[src/rtl/cpu_pkg.sv]
// Shared CPU-side definitions: data_ram geometry, host port session states
// and the default run-cycle limit.
package cpu_pkg;

  localparam int          CPU_ADDR_W         = 8;
  localparam int          CPU_DATA_W         = 8;
  localparam logic [15:0] DEFAULT_MAX_CYCLES = 16'hFFFF;

  typedef enum logic [2:0] {
    IDLE,
    LOAD,
    KICK,
    RUN,
    DUMP_RD,
    DUMP_OUT,
    DONE
  } host_state_t;

endpackage

[src/rtl/host_cycle_counter.sv]
// Saturating up-counter with synchronous clear; at_limit flags the count
// sitting at LIMIT so the owner can stop or report a timeout.
module host_cycle_counter #(
  parameter int           W     = 16,
  parameter logic [W-1:0] LIMIT = '1
) (
  input  logic         clk,
  input  logic         rst,
  input  logic         clear,
  input  logic         enable,
  output logic [W-1:0] count,
  output logic         at_limit
);

  assign at_limit = (count == LIMIT);

  always_ff @(posedge clk) begin
    if (rst || clear) begin
      count <= '0;
    end else if (enable && !at_limit) begin
      count <= count + W'(1);
    end
  end

endmodule

[src/rtl/mem_host_port.sv]
// Host-side loader/runner/dumper for the CPU's data_ram: streams an image in,
// kicks the core, times the run, then streams a window of memory back out.
module mem_host_port
  import cpu_pkg::*;
#(
  parameter int          ADDR_W     = CPU_ADDR_W,
  parameter int          DATA_W     = CPU_DATA_W,
  parameter logic [15:0] MAX_CYCLES = DEFAULT_MAX_CYCLES,
  parameter int          KICK_LEN   = 2
) (
  input  logic              clk,
  input  logic              start,
  input  logic              go,
  input  logic [ADDR_W-1:0] load_base,
  input  logic [ADDR_W:0]   load_len,
  input  logic [ADDR_W-1:0] dump_base,
  input  logic [ADDR_W:0]   dump_len,
  input  logic              s_valid,
  input  logic [DATA_W-1:0] s_data,
  output logic              s_ready,
  output logic              m_valid,
  output logic [DATA_W-1:0] m_data,
  input  logic              m_ready,
  output logic              cpu_start,
  input  logic              cpu_halt,
  output logic              mem_owner,
  output logic              mem_read,
  output logic              mem_write,
  output logic [ADDR_W-1:0] mem_addr,
  output logic [DATA_W-1:0] mem_din,
  input  logic [DATA_W-1:0] mem_dout,
  output logic [15:0]       cycles,
  output logic              busy,
  output logic              done,
  output logic              timeout
);

  localparam int KICK_W = (KICK_LEN > 1) ? $clog2(KICK_LEN) : 1;

  host_state_t       state, state_nxt;
  logic [ADDR_W-1:0] load_base_q, dump_base_q;
  logic [ADDR_W:0]   load_len_q, dump_len_q;
  logic [ADDR_W:0]   idx, idx_inc;
  logic [KICK_W-1:0] kick_cnt;
  logic [DATA_W-1:0] m_data_q;
  logic              fresh;
  logic              go_ok, load_hs, dump_hs, run_exit, at_limit;

  assign go_ok    = go && (state == IDLE || state == DONE);
  assign idx_inc  = idx + (ADDR_W+1)'(1);
  assign load_hs  = s_valid && s_ready;
  assign dump_hs  = (state == DUMP_OUT) && m_ready;
  assign run_exit = (state == RUN) && (cpu_halt || at_limit);

  // A write accepted in the same cycle as reset would land after the abort.
  assign s_ready   = (state == LOAD) && !start;
  assign mem_write = load_hs;
  assign mem_din   = load_hs ? s_data : '0;
  assign mem_read  = (state == DUMP_RD);
  assign m_valid   = (state == DUMP_OUT);
  assign cpu_start = (state != RUN);
  assign mem_owner = (state != RUN);
  assign busy      = (state != IDLE) && (state != DONE);
  assign done      = (state == DONE);

  // RAM data is live on mem_dout only in the first DUMP_OUT cycle; after that
  // the registered copy keeps m_data stable across backpressure.
  assign m_data = fresh ? mem_dout : m_data_q;

  always_comb begin
    mem_addr = '0;
    if (state == LOAD) begin
      mem_addr = load_base_q + idx[ADDR_W-1:0];
    end else if (state == DUMP_RD) begin
      mem_addr = dump_base_q + idx[ADDR_W-1:0];
    end
  end

  always_comb begin
    state_nxt = state;
    unique case (state)
      IDLE, DONE: if (go) state_nxt = (load_len == '0) ? KICK : LOAD;
      LOAD:       if (load_hs && idx_inc == load_len_q) state_nxt = KICK;
      KICK:       if (kick_cnt == KICK_W'(KICK_LEN - 1)) state_nxt = RUN;
      RUN:        if (cpu_halt || at_limit) state_nxt = (dump_len_q == '0) ? DONE : DUMP_RD;
      DUMP_RD:    state_nxt = DUMP_OUT;
      DUMP_OUT:   if (m_ready) state_nxt = (idx_inc == dump_len_q) ? DONE : DUMP_RD;
      default:    state_nxt = IDLE;
    endcase
  end

  always_ff @(posedge clk) begin
    if (start) begin
      state       <= IDLE;
      load_base_q <= '0;
      dump_base_q <= '0;
      load_len_q  <= '0;
      dump_len_q  <= '0;
      idx         <= '0;
      kick_cnt    <= '0;
      m_data_q    <= '0;
      fresh       <= 1'b0;
      timeout     <= 1'b0;
    end else begin
      state    <= state_nxt;
      fresh    <= (state == DUMP_RD);
      kick_cnt <= (state == KICK) ? kick_cnt + KICK_W'(1) : '0;
      if (fresh) m_data_q <= mem_dout;
      if (go_ok) begin
        load_base_q <= load_base;
        dump_base_q <= dump_base;
        load_len_q  <= load_len;
        dump_len_q  <= dump_len;
        idx         <= '0;
        timeout     <= 1'b0;
      end else if (run_exit) begin
        idx     <= '0;
        timeout <= !cpu_halt;
      end else if (load_hs || dump_hs) begin
        idx <= idx_inc;
      end
    end
  end

  // The halt cycle itself is not counted, and a halt beats the limit.
  host_cycle_counter #(
    .W     (16),
    .LIMIT (MAX_CYCLES)
  ) u_run_counter (
    .clk      (clk),
    .rst      (start),
    .clear    (go_ok),
    .enable   ((state == RUN) && !cpu_halt),
    .count    (cycles),
    .at_limit (at_limit)
  );

endmodule

[config.mk]
export PLATFORM = sky130hd
export DESIGN_NAME = mem_host_port
export DESIGN_NICKNAME = d
export VERILOG_FILES = /design/src/rtl/cpu_pkg.sv /design/src/rtl/host_cycle_counter.sv /design/src/rtl/mem_host_port.sv
export SDC_FILE = /design/constraint.sdc
export NUM_CORES = 1
export LEC_CHECK = 0
export BUFFER_PORTS_ARGS = -buffer_cell sky130_fd_sc_hd__buf_2
export CORE_MARGIN = 2
export CORE_UTILIZATION = 25
export CTS_CLUSTER_DIAMETER = 60
export DETAILED_ROUTE_END_ITERATION = 7
export PLACE_DENSITY = 0.49
export SLEW_MARGIN = 20
export SYNTH_ARGS = -nofsm -noshare
export SYNTH_HDL_FRONTEND = slang
export SYNTH_SLANG_ARGS = --single-unit
[constraint.sdc]
create_clock -name clk -period 4.2 [get_ports clk]
set_input_delay 0.42 -clock clk [delete_from_list [all_inputs] [get_ports clk]]
set_output_delay 0.42 -clock clk [all_outputs]
set_load 0.05 [all_outputs]
Word-level counts from Yosys, hierarchy flattened

Cells that the tools add are included.

Register bits after elaboration: 73
Bits of input ports: 56
Output and inout port bits: 49
Word-level logic and storage cells: 71

$add $sub $neg: 5
Eq/ne operators: 16
Mux-type cells: 13
Bitwise gates (word level): 1
Reductions and logical operators: 25

Operators with widths:

| kind                                                            | number |
|---|---|
| 8-bit two-way mux                                               | 4 |
| 9-bit == test                                                   | 2 |
| 9-bit logical NOT                                               | 2 |
| 3-bit one-hot mux with 6 select lines                           | 1 |
| 16-bit by 1-bit adder with 16-bit output, second input constant | 1 |
| 8-bit adder                                                     | 2 |
| 16-bit == test, second input constant                           | 1 |
| 3-bit two-way mux                                               | 5 |
| 9-bit by 1-bit adder with 9-bit output, second input constant   | 1 |
| 3-bit == test, second input constant                            | 3 |
| 1-bit logical AND                                               | 9 |
| 3-bit by 2-bit == test with 1-bit output, second input constant | 2 |
| 2-bit two-way mux                                               | 3 |
| 2-bit != test, second input constant                            | 3 |
| 2-bit OR reduction                                              | 3 |
| 5-bit AND reduction                                             | 1 |
| 1-bit logical OR                                                | 4 |
| 2-bit by 1-bit != test with 1-bit output, second input constant | 2 |
| 3-bit by 1-bit == test with 1-bit output, second input constant | 1 |
| 1-bit logical NOT                                               | 3 |
| 3-bit logical NOT                                               | 1 |
| 3-bit by 2-bit != test with 1-bit output, second input constant | 1 |
| 3-bit != test, second input constant                            | 1 |
| 3-bit nonzero test                                              | 1 |
| 3 further kinds                                                 | 3 |

Depth between registers and ports, before layout

Depth in word-level cells: 6
Depth in mapped cells: 10
Gate-level depth less buffers: 10

Hierarchy

A second synthesis with hierarchy kept.

Cells, all modules: 524
Area, all modules: 4219.0 um^2

By module, submodules not included:

| module             | times used | cells an instance | area each (um^2) | seq. area each (um^2) |
|---|---|---|---|---|
| mem_host_port      | 1          | 427               | 3383.2           | 1141.1 |
| host_cycle_counter | 1          | 97                | 835.8            | 320.3 |

Least setup slack after synthesis

Ideal clock, no wire load.

Path type: reg-to-output
From: reg idx[0]
To: out mem_addr[6]
Arrival: 2.478 ns
Required time: 3.780 ns
Path slack: 1.302 ns
Stages on the path, launching flop included: 11
Buffers on the path: 0
Cell sequence: dfxtp_1 > ha_1 > inv_1 > fa_1 > inv_1 > a21oi_1 > o21bai_1 > a21o_1 > a21oi_1 > xor2_1 > o22ai_1

Cells in the longest elaborated chain, start to end: 3
Elaborated cells between the ends (all ways): 4
Classes of those cells: 2 x add/sub; 2 x mux

Ends and longest elaborated chain:

| item                   | line                 | source |
|---|---|---|
| from (decl)            | mem_host_port.sv:43  | `logic [ADDR_W:0] idx, idx_inc;` |
| from (signal assigned) | mem_host_port.sv:120 | `idx <= idx_inc;` |
| 8-bit adder            | mem_host_port.sv:75  | `mem_addr = dump_base_q + idx[ADDR_W-1:0];` |
| 8-bit two-way mux      | mem_host_port.sv:74  | `end else if (state == DUMP_RD) begin` |
| 8-bit two-way mux *    | mem_host_port.sv:72  | `if (state == LOAD) begin` |
| to (decl)              | mem_host_port.sv:29  | `output logic [ADDR_W-1:0] mem_addr,` |

Mark *: on every way between the ends. The rest lies on a longest branch, timed or not.

Final worst setup path

Same ends and word-level chain as after synthesis.

==> results.toml <==
[floorplan]
die_y_um = 134
io_pins = 105
num_rows = 47
die_w_um = 134
die-area_um2 = 18000
initial_core_util = 0.256
coreArea_um2 = 16600

[clock_network]
root_buffer = "clkbuf_16"
cts_buffers = 9
clock_sinks = 73
htree_levels = 3
hold_buffers = 0
clock_path_buffers = 2
path_clk_slew_ns = 0.06
worstSkewPairLatency_ns = 0.34
cts_tree = "built"
cts_setup_buffers = 0
ctsResizeCount = 0

[route]
routed_via_density = 4.61
drtIter0Drc = 196
final_antenna_net_count = 0
routed_wl_um = 11300
num_vias = 3746
avgRoutedWirePerCell_um = 13.9
first_pass_iters = 4
drc = 0

[placed_design]
dp_slack_ns = 1.39
hpwl_um = 8460
io_buffer_count = 104
dp.cells = 797
gp_congestion = 0.825
placed_cell_area_um2 = 4890

[pwr]
power.density_nw_per_um2 = 452
ir_drop_uv = 214
internal_power_mw = 1.53
clkPwrFrac = 0.360
p_leak_nw = 2.20
switching_power_mw = 0.826
p_comb_frac = 0.277
finalPower_mw = 2.35
netSwitchingFraction = 0.351
power_frac_seq = 0.363

[timing]
period_minus_slack_ns = 3.18
hold_viol_final = 0
setup_viol_count_final = 0
relSlewSlack = 0.427
worst_slack_ns = 1.02
rsz0062_at_grt = "false"
holdWs_ns = 0.318
skew_ns = 0.00772
period_share = 0.757
slew_viol_final = 0
fmax_ghz = 0.314
final.setup.tns_ns = 0
tightest_slew_ns = 0.852

[yosys]
synth_edf_count = 0
synth_fp_nets = 576
postSynthAreaPerCell_um2 = 8.45
yosysSeqAreaShare = 0.345
synthCells = 502
postSynth.asyncResetShare = 0
synth.cell_area_um2 = 4240
synth_cell_types = 65
yosys-top-cells-area = "dfxtp_1, nand2_1, a21oi_1, xnor2_1, ha_1"
yosys.area.top_type = "dfxtp_1"
ys_seq_elements = 73
synth_flop_cell = "dfxtp_1"
yosys_warnings = 0
netlist.area_leader.share = 0.345

[worst_setup_path]
crit_type = "reg -> out"
cp-start-kind = "register"
required_ns = 3.78
cp-end-kind = "output pin"
worstPathArrival_ns = 2.76
worstPathMaxFanout = 8

[global_route]
antenna_found_initial = 0
grt_pass1_vias = 3757
grt_max_degree = 51
track_usage = 0.129
gr-total-overflow = 0
grt_pass1_wl_um = 18700

[cells_and_area]
stdcell_area_um2 = 5210
drive_gt1_frac = 0.255
syn_to_final_growth_pct = 22.9
fill_cells = 1784
diodes = 0
fin_util = 0.314
instances_no_fill = 813
design.final.nets = 662

[outcome]
status = "complete, no violations"

[flow_run]
maxCapViolCount = 0

[hold_path]
min_path_type = "in -> reg"
[final timing paths]
check	endpoint	slack, ns	start	cells past startpoint
worst max-delay path	mem_addr[6]	1.02	idx[0]$_SDFFE_PP0P_	11
worst min-delay path	load_base_q[2]$_SDFFE_PP0P_	0.32	load_base[2]	3
worst max register to register	idx[1]$_SDFFE_PP0P_	1.60	state[2]$_SDFFE_PP0P_	7
worst min register to register	kick_cnt$_SDFF_PP0_	0.43	kick_cnt$_SDFF_PP0_	1
[synth_stat cells, drive strengths merged, types with 12 or more instances]
library cell / n
a21oi: 56
buf: 20
clkbuf: 12
dfxtp: 73
ha: 16
inv: 15
nand2: 86
nor2: 30
nor2b: 13
o21ai: 13
xnor2: 29
xor2: 17
[kinds of logic after synthesis]
family                   count (synthesis)  share of synthesized area
buffers and inverters                   47                     0.0543
adder cells (fa/ha/maj)                 18                     0.0566
flip-flops                              73                      0.345
XOR/XNOR                                50                      0.117
multiplexers                            15                     0.0381
AND/OR/NAND/NOR                        197                      0.246
AO/OA/AOI/OAI                          102                      0.144
[critical path, cell delays in order (launching register included)]
cell	delay [ns]
dfxtp_1	0.51
ha_1	0.25
inv_1	0.06
fa_1	0.40
inv_1	0.07
a21oi_1	0.06
o21bai_1	0.20
a21o_1	0.15
a21oi_1	0.07
xor2_1	0.15
o22ai_1	0.20
buf_2	0.30
[cells in the final DEF (no fill, tap or decap), types with 4 or more instances in the layout]
| master | netlist | final |
|---|---|---|
| or3_1 | 7 | 7 |
| dfxtp_1 | 73 | 73 |
| a21o_1 | 5 | 5 |
| clkbuf_16 | 0 | 9 |
| nand3_1 | 7 | 7 |
| inv_1 | 15 | 15 |
| mux2_2 | 9 | 9 |
| nand4_1 | 7 | 7 |
| o21bai_1 | 5 | 5 |
| nor2b_1 | 13 | 13 |
| nor3_1 | 5 | 5 |
| and3_1 | 9 | 9 |
| xnor2_1 | 29 | 29 |
| mux2i_1 | 6 | 6 |
| nand2_1 | 85 | 85 |
| o22ai_1 | 6 | 6 |
| xor2_1 | 17 | 17 |
| buf_2 | 13 | 104 |
| a21oi_1 | 54 | 54 |
| nor4_1 | 4 | 4 |
| o21ai_0 | 13 | 13 |
| nor2_1 | 29 | 29 |
| ha_1 | 16 | 16 |
[routing by layer]
| metal | up-vias | routed length (µm) | global-route usage |
|---|---|---|---|
| met5 | - | 0 | 0 |
| met4 | 0 | 184 | 0.0404 |
| met3 | 15 | 643 | 0.0321 |
| met2 | 87 | 4870 | 0.199 |
| met1 | 1734 | 5600 | 0.178 |
| li1 | 1910 | - | - |
[registers in the layout, summed over array words and instances (netlist names)]
name / cells
dump_len_q: 9
m_data_q: 8
load_len_q: 9
load_base_q: 8
timeout: 1
dump_base_q: 8
idx: 9
kick_cnt: 1
u_run_counter.count: 16
state: 3
fresh: 1
[power by group through the flow]
stage | Sequential, mW | Combinational [mW] | Clock, mW
after floorplan | 0.830 | 0.546 | 0
after global placement | 0.867 | 0.657 | 0
after detailed placement | 0.870 | 0.659 | 0
after CTS | 0.855 | 0.662 | 0.877
after global routing | 0.870 | 0.727 | 0.905
final | 0.854 | 0.652 | 0.848
[cell type report]
cell class / count / area, µm² / area share
multi-input combinational: 382 / 2550 / 0.489
clock buffer: 9 / 225 / 0.0432
timing repair buffer: 107 / 543 / 0.104
sequential: 73 / 1460 / 0.280
clock inverter: 7 / 101 / 0.0194
inverter: 15 / 56.3 / 0.0108
tap: 220 / 275 / 0.0528
(Power assumes the default switching activity.)
